## config.mk

```make
export PLATFORM = sky130hd
export DESIGN_NAME = spi_target
export DESIGN_NICKNAME = d
export VERILOG_FILES = /design/src/rtl/spi_target_pkg.sv /design/src/rtl/spi_target_sync.sv /design/src/rtl/spi_target.sv
export SDC_FILE = /design/constraint.sdc
export NUM_CORES = 1
export LEC_CHECK = 0
export ABC_AREA = 1
export CORE_MARGIN = 4
export CORE_UTILIZATION = 30
export DETAILED_ROUTE_END_ITERATION = 12
export GPL_ROUTABILITY_DRIVEN = 1
export PLACE_DENSITY_LB_ADDON = 0.2
export SETUP_SLACK_MARGIN = 0.05
export SLEW_MARGIN = 15
export SYNTH_ARGS = -nofsm -noshare
export SYNTH_HDL_FRONTEND = slang
export SYNTH_SLANG_ARGS = --single-unit
```

## constraint.sdc

```tcl
create_clock -name i_clk -period 3 [get_ports i_clk]
set_clock_uncertainty 0.2 [all_clocks]
set_input_delay 0.3 -clock i_clk [delete_from_list [all_inputs] [get_ports i_clk]]
set_output_delay 0.3 -clock i_clk [all_outputs]
set_load 0.02 [all_outputs]
```

## src/rtl/spi_target_pkg.sv

```systemverilog
// Shared definitions for the SPI target: register addresses, STATUS/CTRL
// bit positions and the frame state encoding.
package spi_target_pkg;

    // Register addresses on the 6502-side bus
    localparam logic [1:0] ADDR_STATUS = 2'd0;
    localparam logic [1:0] ADDR_RXDATA = 2'd1;
    localparam logic [1:0] ADDR_TXDATA = 2'd2;
    localparam logic [1:0] ADDR_CTRL   = 2'd3;

    // STATUS bit positions
    localparam int ST_RX_VALID  = 0;
    localparam int ST_TX_EMPTY  = 1;
    localparam int ST_OVERRUN   = 2;
    localparam int ST_ABORT     = 3;
    localparam int ST_CS_ACTIVE = 4;

    // CTRL bit positions (CLR_* are write-one-to-clear strobes, read as 0)
    localparam int CTRL_ENABLE    = 0;
    localparam int CTRL_CLR_OVR   = 1;
    localparam int CTRL_CLR_ABT   = 2;
    localparam int CTRL_RX_IRQ_EN = 3;
    localparam int CTRL_TX_IRQ_EN = 4;

    // Frame state: ACTIVE while the master holds chip select low
    typedef enum logic {
        IDLE   = 1'b0,
        ACTIVE = 1'b1
    } state_t;

endpackage

```

## src/rtl/spi_target_sync.sv

```systemverilog
// Multi-flop synchroniser for one asynchronous SPI pin, with rise/fall
// detection against the previous synchronised value.
module spi_target_sync #(
    parameter int   STAGES  = 2,
    parameter logic RST_VAL = 1'b0
) (
    input  logic clk,
    input  logic rst_n,
    input  logic async_in,
    output logic level,
    output logic rise,
    output logic fall
);

    logic [STAGES-1:0] chain;
    logic              prev;

    // Shift the pin through the synchroniser and remember the last synced value
    always_ff @(posedge clk or negedge rst_n) begin
        if (!rst_n) begin
            chain <= {STAGES{RST_VAL}};
            prev  <= RST_VAL;
        end else begin
            chain <= {chain[STAGES-2:0], async_in};
            prev  <= chain[STAGES-1];
        end
    end

    assign level = chain[STAGES-1];
    assign rise  = level & ~prev;
    assign fall  = ~level & prev;

endmodule

```

## src/rtl/spi_target.sv

```systemverilog
// SPI target (mode 0, MSB first) with a 6502-style register interface.
// Optional feature macro: SPI_TARGET_IRQ_EN adds o_irq and CTRL irq enables.
// Bus handshake: a single-cycle access; i_cs=1 at an i_clk rising edge is the
// transfer. Writes (i_rwb=0) and the RXDATA read side effect happen on that
// edge; o_data is combinational from i_addr and valid whenever i_cs=1.
module spi_target
    import spi_target_pkg::*;
#(
    parameter logic [7:0] IDLE_BYTE   = 8'hFF,
    parameter int          SYNC_STAGES = 2
) (
    input  logic       i_clk,
    input  logic       i_rst_n,
    input  logic       i_cs,
    input  logic       i_rwb,
    input  logic [1:0] i_addr,
    input  logic [7:0] i_data,
    output logic [7:0] o_data,
    input  logic       i_spi_cs,
    input  logic       i_spi_clk,
    input  logic       i_spi_mosi,
    output logic       o_spi_miso,
    output logic       o_spi_miso_oe
`ifdef SPI_TARGET_IRQ_EN
    ,
    output logic       o_irq
`endif
);

    logic cs_level, cs_rise, cs_fall;
    logic sclk_level, sclk_rise, sclk_fall;
    logic mosi_level, mosi_rise, mosi_fall;

    spi_target_sync #(.STAGES(SYNC_STAGES), .RST_VAL(1'b1)) u_sync_cs (
        .clk(i_clk), .rst_n(i_rst_n), .async_in(i_spi_cs),
        .level(cs_level), .rise(cs_rise), .fall(cs_fall)
    );
    spi_target_sync #(.STAGES(SYNC_STAGES), .RST_VAL(1'b0)) u_sync_clk (
        .clk(i_clk), .rst_n(i_rst_n), .async_in(i_spi_clk),
        .level(sclk_level), .rise(sclk_rise), .fall(sclk_fall)
    );
    spi_target_sync #(.STAGES(SYNC_STAGES), .RST_VAL(1'b0)) u_sync_mosi (
        .clk(i_clk), .rst_n(i_rst_n), .async_in(i_spi_mosi),
        .level(mosi_level), .rise(mosi_rise), .fall(mosi_fall)
    );

    // Registers
    state_t     state, state_d;
    logic       enable;
    logic [7:0] rx_data, tx_buf, tx_shift;
    logic [6:0] rx_shift;
    logic [2:0] bit_cnt;
    logic       rx_valid, tx_empty, overrun, abort;
`ifdef SPI_TARGET_IRQ_EN
    logic       rx_irq_en, tx_irq_en;
`endif

    // Decoded strobes
    logic       wr_tx, wr_ctrl, rd_rx;
    logic       tx_load, tx_shl, rx_step, rx_done, go_idle, frame_abort;
    logic [7:0] rx_byte;
    logic       unused_ok;

    assign wr_tx     = i_cs & ~i_rwb & (i_addr == ADDR_TXDATA);
    assign wr_ctrl   = i_cs & ~i_rwb & (i_addr == ADDR_CTRL);
    assign rd_rx     = i_cs &  i_rwb & (i_addr == ADDR_RXDATA);
    assign rx_byte   = {rx_shift, mosi_level};
    assign unused_ok = &{1'b0, sclk_level, mosi_rise, mosi_fall, i_data};

    // Frame FSM state register
    always_ff @(posedge i_clk or negedge i_rst_n) begin
        if (!i_rst_n) state <= IDLE;
        else          state <= state_d;
    end

    // Next state, per-cycle datapath strobes and pin outputs
    always_comb begin
        state_d       = state;
        tx_load       = 1'b0;
        tx_shl        = 1'b0;
        rx_step       = 1'b0;
        rx_done       = 1'b0;
        go_idle       = 1'b0;
        frame_abort   = 1'b0;
        o_spi_miso    = 1'b1;
        o_spi_miso_oe = 1'b0;
        case (state)
            IDLE: begin
                if (enable && cs_fall) begin
                    state_d = ACTIVE;
                    tx_load = 1'b1;
                end
            end
            ACTIVE: begin
                o_spi_miso    = tx_shift[7];
                o_spi_miso_oe = 1'b1;
                if (!enable || cs_rise) begin
                    state_d     = IDLE;
                    go_idle     = 1'b1;
                    frame_abort = (bit_cnt != 3'd0);
                end else if (sclk_rise) begin
                    rx_step = 1'b1;
                    rx_done = (bit_cnt == 3'd7);
                end else if (sclk_fall) begin
                    tx_load = (bit_cnt == 3'd0);
                    tx_shl  = (bit_cnt != 3'd0);
                end
            end
            default: state_d = IDLE;
        endcase
    end

    // Shift registers and bit counter; the counter stays 0 outside a frame
    always_ff @(posedge i_clk or negedge i_rst_n) begin
        if (!i_rst_n) begin
            tx_shift <= IDLE_BYTE;
            rx_shift <= '0;
            bit_cnt  <= '0;
        end else begin
            if (tx_load)      tx_shift <= tx_empty ? IDLE_BYTE : tx_buf;
            else if (tx_shl)  tx_shift <= {tx_shift[6:0], 1'b0};
            if (rx_step)      rx_shift <= rx_byte[6:0];
            if (go_idle || state == IDLE) bit_cnt <= '0;
            else if (rx_step)             bit_cnt <= bit_cnt + 3'd1;
        end
    end

    // CPU-visible registers; a bus write to TXDATA beats a same-cycle load,
    // a byte completion beats a same-cycle RXDATA read, flag sets beat clears
    always_ff @(posedge i_clk or negedge i_rst_n) begin
        if (!i_rst_n) begin
            enable   <= 1'b0;
            rx_data  <= '0;
            rx_valid <= 1'b0;
            tx_buf   <= IDLE_BYTE;
            tx_empty <= 1'b1;
            overrun  <= 1'b0;
            abort    <= 1'b0;
`ifdef SPI_TARGET_IRQ_EN
            rx_irq_en <= 1'b0;
            tx_irq_en <= 1'b0;
`endif
        end else begin
            if (wr_tx) begin
                tx_buf   <= i_data;
                tx_empty <= 1'b0;
            end else if (tx_load && !tx_empty) begin
                tx_empty <= 1'b1;
            end
            if (wr_ctrl) begin
                enable <= i_data[CTRL_ENABLE];
                if (i_data[CTRL_CLR_OVR]) overrun <= 1'b0;
                if (i_data[CTRL_CLR_ABT]) abort   <= 1'b0;
`ifdef SPI_TARGET_IRQ_EN
                rx_irq_en <= i_data[CTRL_RX_IRQ_EN];
                tx_irq_en <= i_data[CTRL_TX_IRQ_EN];
`endif
            end
            if (rx_done) begin
                if (!rx_valid || rd_rx) begin
                    rx_data  <= rx_byte;
                    rx_valid <= 1'b1;
                end else begin
                    overrun <= 1'b1;
                end
            end else if (rd_rx) begin
                rx_valid <= 1'b0;
            end
            if (frame_abort) abort <= 1'b1;
        end
    end

`ifdef SPI_TARGET_IRQ_EN
    // Registered interrupt request
    always_ff @(posedge i_clk or negedge i_rst_n) begin
        if (!i_rst_n) o_irq <= 1'b0;
        else          o_irq <= (rx_irq_en & rx_valid) | (tx_irq_en & tx_empty) | overrun;
    end
`endif

    // Read mux; unmapped bits and write-only locations read 0
    always_comb begin
        o_data = '0;
        case (i_addr)
            ADDR_STATUS: begin
                o_data[ST_RX_VALID]  = rx_valid;
                o_data[ST_TX_EMPTY]  = tx_empty;
                o_data[ST_OVERRUN]   = overrun;
                o_data[ST_ABORT]     = abort;
                o_data[ST_CS_ACTIVE] = ~cs_level;
            end
            ADDR_RXDATA: o_data = rx_data;
            ADDR_CTRL: begin
                o_data[CTRL_ENABLE] = enable;
`ifdef SPI_TARGET_IRQ_EN
                o_data[CTRL_RX_IRQ_EN] = rx_irq_en;
                o_data[CTRL_TX_IRQ_EN] = tx_irq_en;
`endif
            end
            default: o_data = '0;
        endcase
    end

endmodule

```

Word-level counts from Yosys, hierarchy flattened. Index checks and enable logic that the tools add are counted.

Add/sub/neg operators: 1. Equal/unequal tests: 5. Mux-type cells: 43. Bitwise logic cells: 15. Reductions and logical operators: 20.

Operators by type and width (count): 1-bit two-way mux (33); 8-bit two-way mux (3); 2-bit nonzero test (6); 1-bit AND (9); 3-bit two-way mux (3); 4-bit case mux with 2 select lines (1); 1-bit NOT (6); 2-bit AND reduction (3); 2-bit == test, second input constant (2); 1-bit case mux with 2 select lines (2); 3-bit by 1-bit adder with 3-bit output, second input constant (1); 3-bit == test, second input constant (1); 1-bit zero test (3); 3-bit zero test (1); 1-bit logical OR (3); 1-bit case mux with 3 select lines (1); 3-bit nonzero test (1); 2-bit by 1-bit == test with 1-bit output, second input constant (1); 1-bit logical AND (2); 2-bit zero test (1); 2-bit by 1-bit inequality test with 1-bit output, second input constant (1).

Bits in registers: 48. Input port bits: 17. Output and inout port bits: 10. Logic and storage cells: 100.

Longest topological paths before layout.
Word-level depth: 9. Gate-level depth with buffers: 10. Gate-level depth less buffers: 10.

Hierarchy. A second synthesis with hierarchy kept.

Cell total of the unflattened synthesis: 254. Area, all modules: 2208.4 sq um.

By module, submodules not included: spi_target (instances 1, cells each 233, area an instance 1934.4 sq um, sequential area each 1022.2 sq um); spi_target_sync at u_sync_clk ... (instances 2, cells each 7, area an instance 90.1 sq um, sequential area each 75.1 sq um); spi_target_sync at u_sync_cs (instances 1, cells each 7, area an instance 93.8 sq um, sequential area each 78.8 sq um).

Worst setup path before layout. Ideal clock, no wire load.

Path type: register -> output. Start point: register tx_empty. End point: output o_data[1]. Arrival: 1.222 ns. Required time: 2.500 ns. Slack: 1.278 ns. Cell stages (with the launch flop): 3. Path buffers: 0. Path through: dfstp_2 clkinv_1 o21ai_0.

Longest elaborated chain between the ends: 1.

Ends and longest elaborated chain: from (decl) (RTL line spi_target.sv:53) `logic rx_valid, tx_empty, overrun, abort;`; from (signal assigned) (RTL line spi_target.sv:136) `tx_empty <= 1'b1;`; from (signal assigned) (RTL line spi_target.sv:146) `tx_empty <= 1'b0;`; from (signal assigned) (RTL line spi_target.sv:148) `tx_empty <= 1'b1;`; 4-bit case mux with 2 select lines (RTL line spi_target.sv:184) `case (i_addr)`; to (decl) (RTL line spi_target.sv:18) `output logic [7:0] o_data,`.

No other way between the ends.

Final worst setup path.
Start point: input i_addr[0]. End point: output o_data[4].

Longest elaborated chain between the ends: 2. Elaborated cells between the ends (all ways): 3. Those cells by class: 1 x eq/ne; 1 x mux; 1 x reduce/logical.

Ends and longest elaborated chain: from (decl) (RTL line spi_target.sv:16) `input logic [1:0] i_addr,`; 2-bit by 1-bit == test with 1-bit output or 2-bit zero test (tied branches) (RTL line spi_target.sv:184); 4-bit case mux with 2 select lines (*) (RTL line spi_target.sv:184).

Every way passes the cells marked *; elsewhere a longest branch is shown, timed or not.

==> summary.md <==
| Metric | Value |
|---|---|
| Status | `finished, final reports clean` |
| Rows | `31` |
| Worst-Skew Late Latency | `about 0.30 ns` |
| Synthesized net count | `around 260` |
| R2R Path Start | `u_sync_cs.prev` |
| Peak VDD IR | `0.2105 mV` |
| Fin util | `a little under two fifths` |
| Setup WS pre-CTS | `about 0.48 ns` |
| Multi-input gate area | `roughly 780 um2` |
| Initial Util | `30.68%` |
| Die W | `~94 um` |
| Tightest Pin Transition | `~0.94 ns` |
| Wire per inst | `between 10 and 15 um` |
| R2R depth | `7` |
| Commonest cells post-synth | `nand2_1, inv_1, o21ai_0, dfrtp_1, dfstp_2` |
| Hold Fails Final Rpt | `0` |
| Worst slew margin | `a little under two fifths` |
| Synth unique cells | `24` |
| Global-route wire length before repair | `7541 um` |
| HP Class | `flip-flop to flip-flop` |
| Gpl congestion | `around 0.73` |
| Final Max Slew Viols | `0` |
| Iter 0 DRT Violations | `73` |
| Final instance area | `about 2700 um2` |
| Count leader, synth | `nand2_1` |
| Sequential area share after synthesis | `a little under three fifths` |
| Final WL | `4311 um` |
| Synth top area cells | `dfrtp_1, dfstp_2, nand2_1` |
| R2r endpoint | `rx_data[3]` |
| Register area | `1226 um2` |
| Worst Min Path Start | `u_sync_clk.chain[0]` |
| Post-route ant nets | `0` |
| GRT Resource Usage Total | `11.02%` |
| Endpoints failing setup | `0` |
| Setup crit end kind | `output port` |
| Initial antenna violation count | `0` |
| EDFF count, synth | `0` |
| Ys flop type | `dfrtp_1` |
| Critical-path maximum fanout | `10` |
| Type of the worst setup path | `input pin to output port` |
| Worst EP required | `roughly 2.5 ns` |
| Final setup margin | `about 0.49 ns` |
| Final Power | `0.001583 W` |
| Share of cells above drive strength 1 | `19.34%` |
| CTS root buf | `clkbuf_8` |
| Clock-pin slew on the worst setup and hold paths | `0.08 ns` |
| Final-stage net count | `just under 300` |
| Die area | `approximately 8800 um2` |
| Power Density | `589.0 nW/um2` |
| Worst setup SP type | `input pin` |
| HPWL Detailed | `approximately 3100 um` |
| Ys async rst share | `100.0%` |
| Core area | `7214 um2` |
| Gr ovfl total | `0` |
| Chip Height | `93.90 um` |
| Placed instance area | `roughly 2600 um2` |
| RSZ-0062 raised after global routing | `false` |
| Hold Path End | `u_sync_clk.chain[1]` |
| Largest area contributor in the netlist | `dfrtp_1` |
| Worst EP arrival | `about 2 ns` |
| Hold Path Stages | `0` |
| Register bit total from synthesis | `48` |
| MaxCap Viol Count | `0` |
| Port bufs | `26` |
| Register-to-register setup slack | `around 1.2 ns` |
| DRC | `0` |
| H-tree Lvls | `2` |
| Area grow syn2layout | `21.42%` |
| Vias in the first global route | `~1500` |
| Antenna cells | `0` |
| TritonCTS Sinks | `between 40 and 50` |
| Number of fillers in the final layout | `747` |
| FMAX | `about 400 MHz` |
| Fin Setup TNS | `0 ns` |
| Syn Area/Cell | `9.109 um2` |
| Largest net degree at the start of global routing | `43` |
| TritonCTS Buffers | `5` |
| 1st-pass router iterations | `4` |
| Post-CTS setup buffer count | `0` |
| Top-area cell type share of the netlist area | `a little under a third` |
| TritonCTS clock tree | `done` |
| I/O pin count | `27` |
| Leak pwr | `around 1.2 nW` |
| Tmin final | `roughly 2.5 ns` |
| Vias after detailed routing | `roughly 1600` |
| DR vias/cell | `4.282` |
| Cells after Synth | `around 240` |
| Ys Warns | `0` |
| Final period util | `between 80% and 90%` |
| Synth Cell Area | `between 2000 and 2500 um2` |
| CTS max path bufs | `2` |
[worst max path at each step]
stage	start	end	slack, ns	depth (start not counted)
floorplan	tx_empty	o_data[1]	1.28	2
global placement	i_addr[0]	o_data[1]	0.52	5
detailed placement	i_addr[0]	o_data[4]	0.48	5
CTS	tx_empty	o_data[1]	0.46	3
global route	i_addr[0]	o_data[4]	0.28	5
finish	i_addr[0]	o_data[4]	0.49	5
[state kept, by name, indices dropped and copies added (netlist names)]
| name | flops |
|---|---|
| state | 1 |
| overrun | 1 |
| u_sync_clk.prev | 1 |
| tx_empty | 1 |
| u_sync_clk.chain | 2 |
| enable | 1 |
| abort | 1 |
| rx_shift | 7 |
| tx_buf | 8 |
| u_sync_cs.prev | 1 |
| rx_data | 8 |
| rx_valid | 1 |
| bit_cnt | 3 |
| u_sync_mosi.chain | 2 |
| tx_shift | 8 |
| u_sync_cs.chain | 2 |
[layer usage]
metal	part of all wire, %	global-route usage [%]	up-vias
met1	50	15.02	745
li1	-	-	828
met2	45	16.91	18
met5	0	0	-
met3	3.2	2.804	6
met4	1.9	3.971	0
[cells in the final DEF (no fill, tap or decap)]
cell	instances
buf_2	1
clkinv_1	1
clkbuf_8	6
clkinv_4	1
nand2_1	56
dfrtp_1	28
bufinv_16	1
a21oi_1	1
o21ai_2	10
nand2_2	4
o21ai_0	31
nor2_8	1
nand2_4	1
inv_2	1
nand3_2	2
nand3_1	17
inv_1	40
buf_4	2
nand3_4	1
a21oi_2	1
ha_1	3
dfstp_2	20
or2_2	1
nor2_1	10
nand4_1	7
clkdlybuf4s50_1	25
dlygate4sd3_1	1
o31ai_1	1
[cell families after synthesis]
| family | share of synthesized area (%) |
|---|---|
| adders and majority gates | 1.696 |
| AOI/OAI and AO/OA | 11.93 |
| buffers and inverters | 9.440 |
| DFF | 55.40 |
| and+or+nand+nor | 21.54 |
[through the flow]
step | hold slack, ns | std cells
after floorplan | -0.1956 | 243
after global placement | 0.1334 | 364
after detailed placement | 0.1364 | 364
after CTS | 0.1565 | 373
after global routing | 0.1638 | 373
final | 0.1537 | 373
[repair_timing]
item / in CTS / in global routing
hold buffers: 1 / 0
hold endpoints to repair: 28 / 0
gates resized for setup: 0 / 0
[where the power goes]
part	switching, W	internal [W]	total [W]
sequential	0.0000523	0.000799	0.000851
combinational	0.000137	0.0000954	0.000233
clock	0.000226	0.000273	0.000499
[area by class of cell]
cell class / count / share of cell area, %
well taps: 99 / 4.609
flip-flops and latches: 48 / 45.62
clock buffers: 6 / 3.073
repair buffers: 29 / 10.43
multi-input cells: 147 / 28.96
inverters: 42 / 5.866
clock inverters: 2 / 1.443
[critical path: stages]
cell,delay (ns)
clkdlybuf4s50_1,0.58
nor2_1,0.29
inv_1,0.08
o21ai_0,0.15
clkdlybuf4s50_1,0.62
(Power assumes the default switching activity.)
